`config.mk`:
```
export PLATFORM = sky130hd
export DESIGN_NAME = axis_rr_arbiter
export DESIGN_NICKNAME = d
export VERILOG_FILES = /design/src/rtl/axis_rr_arbiter.sv
export SDC_FILE = /design/constraint.sdc
export NUM_CORES = 1
export LEC_CHECK = 0
export BUFFER_PORTS_ARGS = -buffer_cell sky130_fd_sc_hd__buf_4
export CORE_ASPECT_RATIO = 0.9
export CORE_MARGIN = 2
export CORE_UTILIZATION = 25
export CTS_CLUSTER_SIZE = 14
export DETAILED_ROUTE_END_ITERATION = 7
export GPL_TIMING_DRIVEN = 0
export HOLD_SLACK_MARGIN = 0.02
export PLACE_DENSITY = 0.71
export SYNTH_ARGS = -nofsm -noshare
export SYNTH_HDL_FRONTEND = slang
export SYNTH_SLANG_ARGS = --single-unit
```
`constraint.sdc`:
```
create_clock -name i_clk -period 1.57 [get_ports i_clk]
set_clock_uncertainty 0.1 [all_clocks]
set_input_delay 0.157 -clock i_clk [delete_from_list [all_inputs] [get_ports i_clk]]
set_output_delay 0.157 -clock i_clk [all_outputs]
set_load 0.03 [all_outputs]
```
`src/rtl/axis_rr_arbiter.sv`:
```
// Round-robin arbiter merging NUM_SRC AXI-Stream sources onto one master stream.
// Define AXIS_ARB_PACKET_LOCK_EN to hold each grant until the tlast beat (default: per-beat release).
module axis_rr_arbiter #(
  parameter int BUS_WIDTH = 16,
  parameter int NUM_SRC   = 4
) (
  input  logic                           i_clk,
  input  logic                           i_aresetn,
  input  logic [NUM_SRC-1:0]             i_s_tvalid,
  input  logic [NUM_SRC*BUS_WIDTH-1:0]   i_s_tdata,
  input  logic [NUM_SRC-1:0]             i_s_tlast,
  output logic [NUM_SRC-1:0]             o_s_tready,
  output logic                           o_m_tvalid,
  input  logic                           i_m_tready,
  output logic [BUS_WIDTH-1:0]           o_m_tdata,
  output logic                           o_m_tlast,
  output logic [NUM_SRC-1:0]             o_grant,
  output logic                           o_busy
);

  // state | meaning
  // IDLE  | no grant held; next edge picks first requester at/after ptr
  // GRANT | source gidx_q owns the master stream until a releasing beat
  typedef enum logic {IDLE, GRANT} state_t;

  localparam int IDX_W = (NUM_SRC > 1) ? $clog2(NUM_SRC) : 1;
  localparam logic [NUM_SRC-1:0] ONE_HOT0 = {{(NUM_SRC-1){1'b0}}, 1'b1};
  localparam logic [IDX_W-1:0]   LAST_IDX = IDX_W'(NUM_SRC - 1);

  state_t               state_q, state_d;
  logic [NUM_SRC-1:0]   grant_q, grant_d;
  logic [IDX_W-1:0]     gidx_q, gidx_d;
  logic [IDX_W-1:0]     ptr_q, ptr_d;
  logic [IDX_W-1:0]     sel_idx;
  logic [IDX_W-1:0]     cand;
  logic [IDX_W-1:0]     ptr_inc;
  logic [BUS_WIDTH-1:0] src_data [NUM_SRC];
  logic                 xfer;
  logic                 rel;

  always_comb begin
    for (int k = 0; k < NUM_SRC; k++) begin
      src_data[k] = i_s_tdata[k*BUS_WIDTH +: BUS_WIDTH];
    end
  end

  // Scan from the farthest candidate back to ptr so the nearest requester wins.
  always_comb begin
    sel_idx = '0;
    cand    = '0;
    for (int i = NUM_SRC - 1; i >= 0; i--) begin
      cand = IDX_W'((int'(ptr_q) + i) % NUM_SRC);
      if (i_s_tvalid[cand]) begin
        sel_idx = cand;
      end
    end
  end

  assign ptr_inc = (gidx_q == LAST_IDX) ? '0 : gidx_q + 1'b1;

  always_ff @(posedge i_clk) begin
    if (!i_aresetn) begin
      state_q <= IDLE;
      grant_q <= '0;
      gidx_q  <= '0;
      ptr_q   <= '0;
    end else begin
      state_q <= state_d;
      grant_q <= grant_d;
      gidx_q  <= gidx_d;
      ptr_q   <= ptr_d;
    end
  end

  always_comb begin
    state_d    = state_q;
    grant_d    = grant_q;
    gidx_d     = gidx_q;
    ptr_d      = ptr_q;
    o_m_tvalid = 1'b0;
    o_m_tdata  = '0;
    o_m_tlast  = 1'b0;
    o_s_tready = '0;
    o_busy     = 1'b0;
    xfer       = 1'b0;
    rel        = 1'b0;

    case (state_q)
      IDLE: begin
        if (|i_s_tvalid) begin
          state_d = GRANT;
          grant_d = ONE_HOT0 << sel_idx;
          gidx_d  = sel_idx;
        end
      end
      GRANT: begin
        o_busy             = 1'b1;
        o_m_tvalid         = i_s_tvalid[gidx_q];
        o_m_tdata          = src_data[gidx_q];
        o_m_tlast          = i_s_tlast[gidx_q];
        o_s_tready[gidx_q] = i_m_tready;
        xfer               = i_s_tvalid[gidx_q] & i_m_tready;
`ifdef AXIS_ARB_PACKET_LOCK_EN
        rel                = xfer & i_s_tlast[gidx_q];
`else
        rel                = xfer;
`endif
        if (rel) begin
          state_d = IDLE;
          grant_d = '0;
          ptr_d   = ptr_inc;
        end
      end
      default: begin
        state_d = IDLE;
        grant_d = '0;
      end
    endcase

    // Reset is synchronous, so the outputs are masked until the edge lands.
    if (!i_aresetn) begin
      o_m_tvalid = 1'b0;
      o_m_tdata  = '0;
      o_m_tlast  = 1'b0;
      o_s_tready = '0;
      o_busy     = 1'b0;
    end
  end

  assign o_grant = grant_q;

endmodule

```
==> metrics, run 1 <==
status finished with violations; failing checks setup timing; first-pass GRT wire length roughly 5900 um; Peak Freq 542 MHz; Hold Crit Start i_m_tready; antenna viol nets, final 0; LEAKAGE ~1.1 nW; grt ovf 0; max-slew violation count 0; DRC 0; CP max stage cell mux4_2; drt wl/cell about 15 um; synthesized area around 0.0011 mm2; post-synthesis sequential area ratio ~17%; pin count of the biggest net entering global routing 11; number of buffers created by CTS 3; IR drop worst, VDD around 0.00051 V; power per cell area roughly 490 mW/mm2; CTS tree done; library cells used by synthesis 27; Critical Path RT 1.31 ns; crit-path cells buf_12 > mux4_2 > and2_4 > buf_6; Worst Tran Pin Value 0.855 ns; Fill cells 363; Worst R2R Start gidx_q[0]; row count 22; Ports 102; clk sinks 9; Slew headroom a little over two fifths; min cycle time layout ~1.8 ns; CP Launch Type register; first-pass detailed-route iteration total 4; Gate Count Post-Synth 105; Post-synth EDFFs 0; antenna cell count 0; Clk Latency, worst-skew pair between 0.2 and 0.25 ns; Vias roughly 1,300; core area slightly above 0.004 mm2; clk slew on worst S/H paths about 0.04 ns; setup ws final -0.274 ns; final hold vios 0; Synth-to-Final Area Change 119%; top cell type by total area after synthesis mux4_2; asr flop ratio synth 0%; Crit. Startpoint gidx_q[0]; Critical Path Sink Type output pin; Port-buffer cells about 100; syn nets about 180; register bit count reported by yosys 9; H-tree levels 1; worst min path class primary input to register; Final nets 299; critical-path maximum fanout 8; Max-Cap Viols 0; CTS root buf clkbuf_8; Post-DP HPWL approximately 3100 um; Setup TNS -5.31 ns; syn_area_per_cell ~10 um2; RD Place Congestion ~0.84; reg-to-reg slack, setup -0.18 ns; top_reg_cell synth dfxtp_1; worst endpoint data arrival time 1.59 ns; post-synth top area share between 30 and 40%; Iter 0 DRT Violations 18; share of layout cells above drive strength 1 79.0%; Worst path max stage delay approximately 0.5 ns; Starting Density 26.1%; Vias/cell ~4.8; largest cells by area after synthesis mux4_2, dfxtp_1, and2_1; Setup violations, final 27; RSZ-0062 raised after global routing yes; Crit Path Category register to output pin; die footprint just under 0.005 mm2; initial antenna violation count 0; Ys Warns 0; Die Y 66.1 um; Tot GR Track Use about 16%; Tot Pwr ~1.2 mW; Die Width around 73 um; largest buffer count on any clock path 2; final worst-path cycle share 117%; drt total wl ~4000 um; vias in the first global route 1,308
[state kept, by name (all words and copies together), names as in the netlist]
name / count
o_grant: 4
state_q: 1
gidx_q: 2
ptr_q: 2
[area by class of cell]
class | count | area, um2 | share of cell area, %
Buffer | 7 | 82.6 | 3.51
Timing Repair Buffer | 111 | 965 | 41.0
Inverter | 4 | 25.0 | 1.06
Tap cell | 48 | 60.1 | 2.55
Sequential cell | 9 | 189 | 8.04
Multi-Input combinational cell | 84 | 985 | 41.9
Clock buffer | 4 | 45.0 | 1.92
[critical path: cells and delay by family, from the launching register on]
| kind | cells | cell delay [ns] |
|---|---|---|
| flip-flops | 1 | 0.41 |
| AND/OR/NAND/NOR | 1 | 0.17 |
| multiplexers | 1 | 0.50 |
| buffers and inverters | 2 | 0.28 |
[synth_stat cells, types with 2 or more instances]
cell and instances:
a21oi_1 3, nor4_1 2, mux4_2 18, dfxtp_1 9, o32ai_1 2, nor2_1 4
and2_1 22, buf_2 3, a32o_1 2, nand2_1 4, and3_1 5, o21ai_0 3
clkbuf_1 4, o21a_1 2, or3_1 2, inv_1 4, ha_1 4, nand2b_1 3
[routing by layer]
layer / vias up / part of all wire, % / global-route usage, %
met5: - / 0 / 0
met4: 0 / 0.47 / 2.55
met3: 2 / 8.2 / 4.27
met2: 60 / 53 / 30.5
met1: 604 / 38 / 16.8
li1: 628 / - / -
[power by group]
part           internal, mW  switching (mW)
registers             0.243          0.0181
clock network         0.177          0.0866
logic                 0.381           0.245
[stage by stage]
step                util [%]  cells  hold slack [ns]  cell area [um2]  setup slack (ns)
floorplan                  -    105            0.308             1110          -0.00571
global placement        47.0    254            0.365             1930            -0.300
detailed placement      47.0    254            0.369             1930            -0.303
CTS                     54.6    266            0.221             2240            -0.290
global route            57.3    267            0.284             2350            -0.331
finish                  57.3    267            0.266             2350            -0.274
[cells in the final DEF, fill, tap and decap left out, types with 2 or more instances in the layout]
cell type / Yosys / routed
or3_1: 2 / 2
buf_16: 0 / 2
dfxtp_4: 0 / 2
o21a_1: 2 / 2
and3_4: 0 / 3
nor4_1: 2 / 2
buf_12: 0 / 3
o32ai_2: 0 / 2
clkbuf_8: 0 / 3
nand2_1: 4 / 4
and3_1: 5 / 2
a21oi_1: 3 / 3
buf_6: 0 / 22
ha_4: 0 / 3
and2_4: 0 / 18
clkbuf_1: 4 / 2
dfxtp_1: 9 / 6
nor2_1: 4 / 4
nand2b_1: 3 / 3
inv_1: 4 / 2
buf_4: 0 / 88
o21ai_0: 3 / 2
and2_1: 22 / 4
a32o_1: 2 / 2
mux4_2: 18 / 18
[kinds of logic (layout without fill, tap and decap cells)]
family	count (synthesis)	after routing	synth area share, %
compound gates	15	15	9.92
fa+ha+maj	4	4	4.67
buf+inv	12	126	4.55
flops	9	9	16.8
mux	19	19	38.7
simple gates	46	46	25.3
[path summary, 6_finish.rpt]
| check | end | depth (start not counted) |
|---|---|---|
| worst max-delay path | o_m_tdata[5] | 4 |
| worst min-delay path | state_q | 3 |
| worst max register to register | ptr_q[1] | 6 |
| worst min register to register | ptr_q[0] | 2 |
[timing repair]
action | in CTS | in global routing
pin swaps | 9 | 5
buffers inserted | 7 | 1
hold buffers | 0 | 0
setup endpoints to repair | 27 | 29
gates cloned | 2 | 0
gates resized for setup | 57 | 23
Note: power is estimated with default switching activity, not from simulation.
==> run 2, diff against run 1 <==
--- a/config.mk
+++ b/config.mk
@@ -11,9 +11,9 @@
 export CORE_UTILIZATION = 25
 export CTS_CLUSTER_SIZE = 14
 export DETAILED_ROUTE_END_ITERATION = 7
-export GPL_TIMING_DRIVEN = 0
 export HOLD_SLACK_MARGIN = 0.02
-export PLACE_DENSITY = 0.71
+export PLACE_DENSITY = 0.69
+export SETUP_SLACK_MARGIN = 0.15
 export SYNTH_ARGS = -nofsm -noshare
 export SYNTH_HDL_FRONTEND = slang
 export SYNTH_SLANG_ARGS = --single-unit
==> constraint.sdc (replaced) <==
create_clock -name i_clk -period 2.1 [get_ports i_clk]
set_clock_uncertainty 0.1 [all_clocks]
set_input_delay 0.21 -clock i_clk [delete_from_list [all_inputs] [get_ports i_clk]]
set_output_delay 0.21 -clock i_clk [all_outputs]
set_load 0.03 [all_outputs]
==> run 2 against run 1 <==
Net effect:
- via count decreased by 2.3%
- worst setup slack better by 0.42 ns
- first-iteration DRC count up 28%
- sequential cell count unchanged
- die area is the same
- non-clock buffer count is 11 lower
- the flow now finishes without violations
- wire length is 0.70% higher
- power down 31%
- combinational power is 36% lower
==> metrics, run 2 (same netlist as run 1, synthesis figures left out) <==
status complete, no violations; final hold vios 0; Die Width 73.0 um; Iter 0 DRT Violations 23; clk sinks 9; grt ovf 0; number of buffers created by CTS 3; Reg power frac ~24%; max-slew violation count 0; drt total wl ~4100 um; Final nets 288; LEAKAGE 0.963 nW; largest buffer count on any clock path 2; core occupancy in the finished layout between 50 and 60%; core area between 0.004 and 0.005 mm2; Fin Hold WS between 0.15 and 0.2 ns; commonest non-fill, non-tap cells in the layout buf_4, mux4_2, and2_1, and2_4, buf_6; antenna cell count 0; Critical Path Sink Type output pin; H-tree levels 1; antenna viol nets, final 0; DRC 0; Vias around 1,300; initial antenna violation count 0; Int Power between 500 and 600 uW; Hold Buf Count CTS 0; CTS root buf clkbuf_8; min cycle time layout 1.96 ns; share of layout cells above drive strength 1 67.8%; Max-Cap Viols 0; final worst-path cycle share 93.2%; vias in the first global route roughly 1,300; Slew headroom between 60% and 70%; IR drop worst, VDD about 0.00043 V; Tot GR Track Use 15.5%; Worst Tran Pin Value approximately 0.54 ns; pin count of the biggest net entering global routing 24; Synth-to-Final Area Change 93.0%; power per cell area around 390 mW/mm2; Critical Path RT between 1.5 and 2 ns; die footprint approximately 0.0048 mm2; Vias/cell 4.94; Starting Density a little over a quarter; Port-buffer cells approximately 100; worst endpoint data arrival time 1.65 ns; worst min path class primary input to register; Setup TNS 0 ns; critical-path maximum fanout 5; first-pass detailed-route iteration total 4; max reg flops 4; Peak Freq around 510 MHz; Clk Latency, worst-skew pair 0.24 ns; combinational power share approximately 50%; first-pass GRT wire length 5840 um; Setup violations, final 0; Clk pwr share about a quarter; RD Place Congestion between 0.7 and 0.8; CP Launch Type register; switching power 244 uW; commonest non-fill, non-tap cell in the layout buf_4; row count 22; Switching Share 30.6%; Die Y around 66 um; Crit Path Category register to output pin; clk slew on worst S/H paths 0.05 ns; RSZ-0062 raised after global routing yes; Post-DP HPWL between 3000 and 4000 um; CTS tree done; drt wl/cell between 15 and 20 um; Ports roughly 100
run 2: cell types whose count changed in the layout (fill, tap and decap cells not counted), moves of 4 or more:
cell	delta
and2_1	+7
and2_4	-7
buf_4	+5
buf_6	-11
ha_1	+4
run 2: routing by layer:
layer	part of all wire, %	routed length (um)	up-vias	track usage, %
li1	-	-	608	-
met3	9.9	402	8	5.18
met4	1.3	53	0	4.17
met5	0	0	-	0
met1	37	1510	583	16.5
met2	51	2080	65	29.1
run 2: through the flow:
| step | cells | setup WS, ns | power [mW] | cell area, um2 |
|---|---|---|---|---|
| after floorplan | 105 | 0.276 | 0.385 | 1070 |
| after global placement | 250 | 0.322 | 0.556 | 1900 |
| after detailed placement | 250 | 0.302 | 0.565 | 1900 |
| after CTS | 255 | 0.123 | 0.781 | 1980 |
| after global routing | 256 | 0.0973 | 0.844 | 2070 |
| final | 256 | 0.144 | 0.798 | 2070 |
run 2: critical path: stages (launching register included):
cell       delay, ns
dfxtp_4         0.41
clkbuf_16       0.18
mux4_2          0.51
and2_4          0.18
buf_6           0.13
run 2: area by class of cell:
cell class / count / area (um2)
Multi-Input combinational cell: 84 / 871
Clock buffer: 4 / 45.0
Sequential cell: 9 / 184
Tap cell: 48 / 60.1
Timing Repair Buffer: 107 / 895
Fill cell: 368 / 2030
Inverter: 4 / 15.0
run 2: power groups by stage:
stage | registers [mW] | clock network [mW] | logic (mW)
CTS | 0.193 | 0.210 | 0.379
global route | 0.195 | 0.219 | 0.431
global placement | 0.194 | 0 | 0.362
floorplan | 0.199 | 0 | 0.186
finish | 0.193 | 0.203 | 0.402
detailed placement | 0.194 | 0 | 0.371
run 2: what timing repair did:
item	CTS	global route
endpoints found under the setup margin	17	15
setup buffers	0	0
pin swaps	0	0
resized for setup	3	22
cloned	1	1
run 2: worst paths after layout:
path	from	to	slack [ns]	cells after the start
hold reg to reg	o_grant[0]	o_grant[0]	0.37	2
setup reg to reg	gidx_q[0]	o_grant[2]	0.54	3
hold / removal	i_aresetn	gidx_q[0]	0.16	2
setup / recovery	gidx_q[0]	o_m_tdata[3]	0.14	4
==> run 3, diff against run 2 <==
--- a/config.mk
+++ b/config.mk
@@ -6,13 +6,15 @@
 export NUM_CORES = 1
 export LEC_CHECK = 0
 export BUFFER_PORTS_ARGS = -buffer_cell sky130_fd_sc_hd__buf_4
+export CELL_PAD_IN_SITES_DETAIL_PLACEMENT = 1
+export CELL_PAD_IN_SITES_GLOBAL_PLACEMENT = 2
 export CORE_ASPECT_RATIO = 0.9
 export CORE_MARGIN = 2
-export CORE_UTILIZATION = 25
+export CORE_UTILIZATION = 18
 export CTS_CLUSTER_SIZE = 14
 export DETAILED_ROUTE_END_ITERATION = 7
 export HOLD_SLACK_MARGIN = 0.02
-export PLACE_DENSITY = 0.69
+export PLACE_DENSITY = 0.88
 export SETUP_SLACK_MARGIN = 0.15
 export SYNTH_ARGS = -nofsm -noshare
 export SYNTH_HDL_FRONTEND = slang
==> run 3 against run 2 <==
Net effect:
- combinational power barely moved
- sequential power barely moved
- fmax rose by 1.8%
- register-to-register slack got worse by 0.26 ns
- utilization fell by 14 points
- non-clock buffer count rose by 4
- worst setup slack improved by 0.034 ns
- critical endpoint is now o_m_tvalid
==> metrics, run 3 (same netlist as run 1, synthesis figures left out) <==
status complete, no violations; Critical Path RT around 1.8 ns; drt total wl between 4000 and 5000 um; Worst Tran Pin Value between 0.5 and 0.6 ns; core area ~0.0057 mm2; worst min path class primary input to register; final worst-path cycle share ~90%; critical-path maximum fanout 8; clk slew on worst S/H paths 0.04 ns; max-slew violation count 0; CP Launch Type register; largest buffer count on any clock path 2; Die Width 85.4 um; final hold vios 0; drt wl/cell approximately 16 um; RD Place Congestion about 0.79; row count 26; Fin Hold WS ~0.17 ns; power per cell area 384 mW/mm2; worst endpoint data arrival time between 1.5 and 2 ns; pin count of the biggest net entering global routing 22; vias in the first global route 1,338; Setup violations, final 0; CTS tree done; grt ovf 0; worst path bufs/invs 2; Final nets approximately 290; DRC 0; reg-to-reg endpoint o_grant[0]; RSZ-0062 raised after global routing yes; first-pass GRT wire length around 6700 um; die footprint between 0.006 and 0.007 mm2; Synth-to-Final Area Change 93.1%; max reg flops 4; Crit Path Category register to output pin; Post-DP HPWL ~3600 um; Max-Cap Viols 0; Peak Freq between 500 and 600 MHz; reg-to-reg slack, setup 0.28 ns; Tot GR Track Use a little over an eighth; Worst R2R Start gidx_q[0]; crit-path cells buf_12 > mux4_2 > and2_4 > buf_6; Hold Crit Start i_aresetn; LEAKAGE 0.962 nW; Worst path max stage delay around 0.54 ns; H-tree levels 1; Iter 0 DRT Violations 32; Ports 102; clk sinks 9; Vias/cell approximately 4.6; Starting Density 18.7%; number of buffers created by CTS 3; CP max stage cell mux4_2; Vias approximately 1,300; share of layout cells above drive strength 1 between 60% and 70%; Slew headroom roughly 66%; Fill cells just under 700; hold path cells 2; min cycle time layout about 1.9 ns; hold endpoint gidx_q[1]; Die Y ~77 um; IR drop worst, VDD around 0.00019 V; antenna viol nets, final 0; crit-path leading delay family multiplexers; initial antenna violation count 0; Clk Latency, worst-skew pair ~0.24 ns; commonest non-fill, non-tap cells in the layout buf_4, and2_1, mux4_2, dfxtp_1, and3_1; commonest non-fill, non-tap cell in the layout buf_4; first-pass detailed-route iteration total 4; CTS root buf clkbuf_8; Hold Buf Count CTS 0; R2R depth 6; Critical Path Sink Type output pin; Setup TNS 0 ns; Port-buffer cells ~100; antenna cell count 0
## run 3: changes by cell type in the layout (fill, tap and decap cells not counted)
cell and change:
buf_4 +11, and2_1 +8, and2_4 -8, buf_6 -7, buf_8 +1, clkbuf_16 -1
## run 3: layer usage
metal	wire (um)	track usage [%]
met1	1840	15.2
met2	2340	23.5
met3	312	3.44
met4	61	3.33
met5	0	0
## run 3: stage by stage
stage | setup WS, ns | area (um2) | utilization (%) | power (mW) | cells
floorplan | 0.276 | 1070 | - | 0.385 | 105
global placement | 0.366 | 1940 | 33.9 | 0.566 | 274
detailed placement | 0.329 | 1940 | 33.9 | 0.574 | 274
CTS | 0.117 | 2020 | 35.2 | 0.791 | 279
global route | 0.138 | 2070 | 36.2 | 0.843 | 282
finish | 0.178 | 2070 | 36.2 | 0.796 | 282
## run 3: layout make-up
type | count | area [um2] | area share (%)
Clock buffer | 4 | 45.0 | 2.18
Inverter | 4 | 15.0 | 0.725
Multi-Input combinational cell | 84 | 851 | 41.1
Sequential cell | 9 | 184 | 8.88
Tap cell | 70 | 87.6 | 4.23
Timing Repair Buffer | 111 | 888 | 42.9
## run 3: worst max-delay path by stage
stage | slack [ns] | start | to | cells past startpoint
finish | 0.18 | gidx_q[0] | o_m_tvalid | 4
global placement | 0.37 | gidx_q[0] | o_m_tvalid | 4
global route | 0.14 | gidx_q[0] | o_m_tdata[6] | 4
detailed placement | 0.33 | gidx_q[0] | o_m_tvalid | 4
floorplan | 0.28 | state_q | o_m_tdata[0] | 4
CTS | 0.12 | gidx_q[0] | o_m_tvalid | 4
## run 3: power breakdown
| group | switching [mW] | leakage, nW | internal, mW | total (mW) |
|---|---|---|---|---|
| logic | 0.165 | 0.865 | 0.234 | 0.399 |
| registers | 0.0113 | 0.0744 | 0.181 | 0.193 |
| clock network | 0.0717 | 0.0228 | 0.133 | 0.204 |
## run 3: repair_timing
| action | CTS | global route |
|---|---|---|
| endpoints found under the setup margin | 9 | 8 |
| endpoints found under the hold margin | 0 | 0 |
| cloned | 1 | 0 |
| pin swaps | 0 | 1 |
| setup buffers | 0 | 3 |
| resized for setup | 3 | 9 |
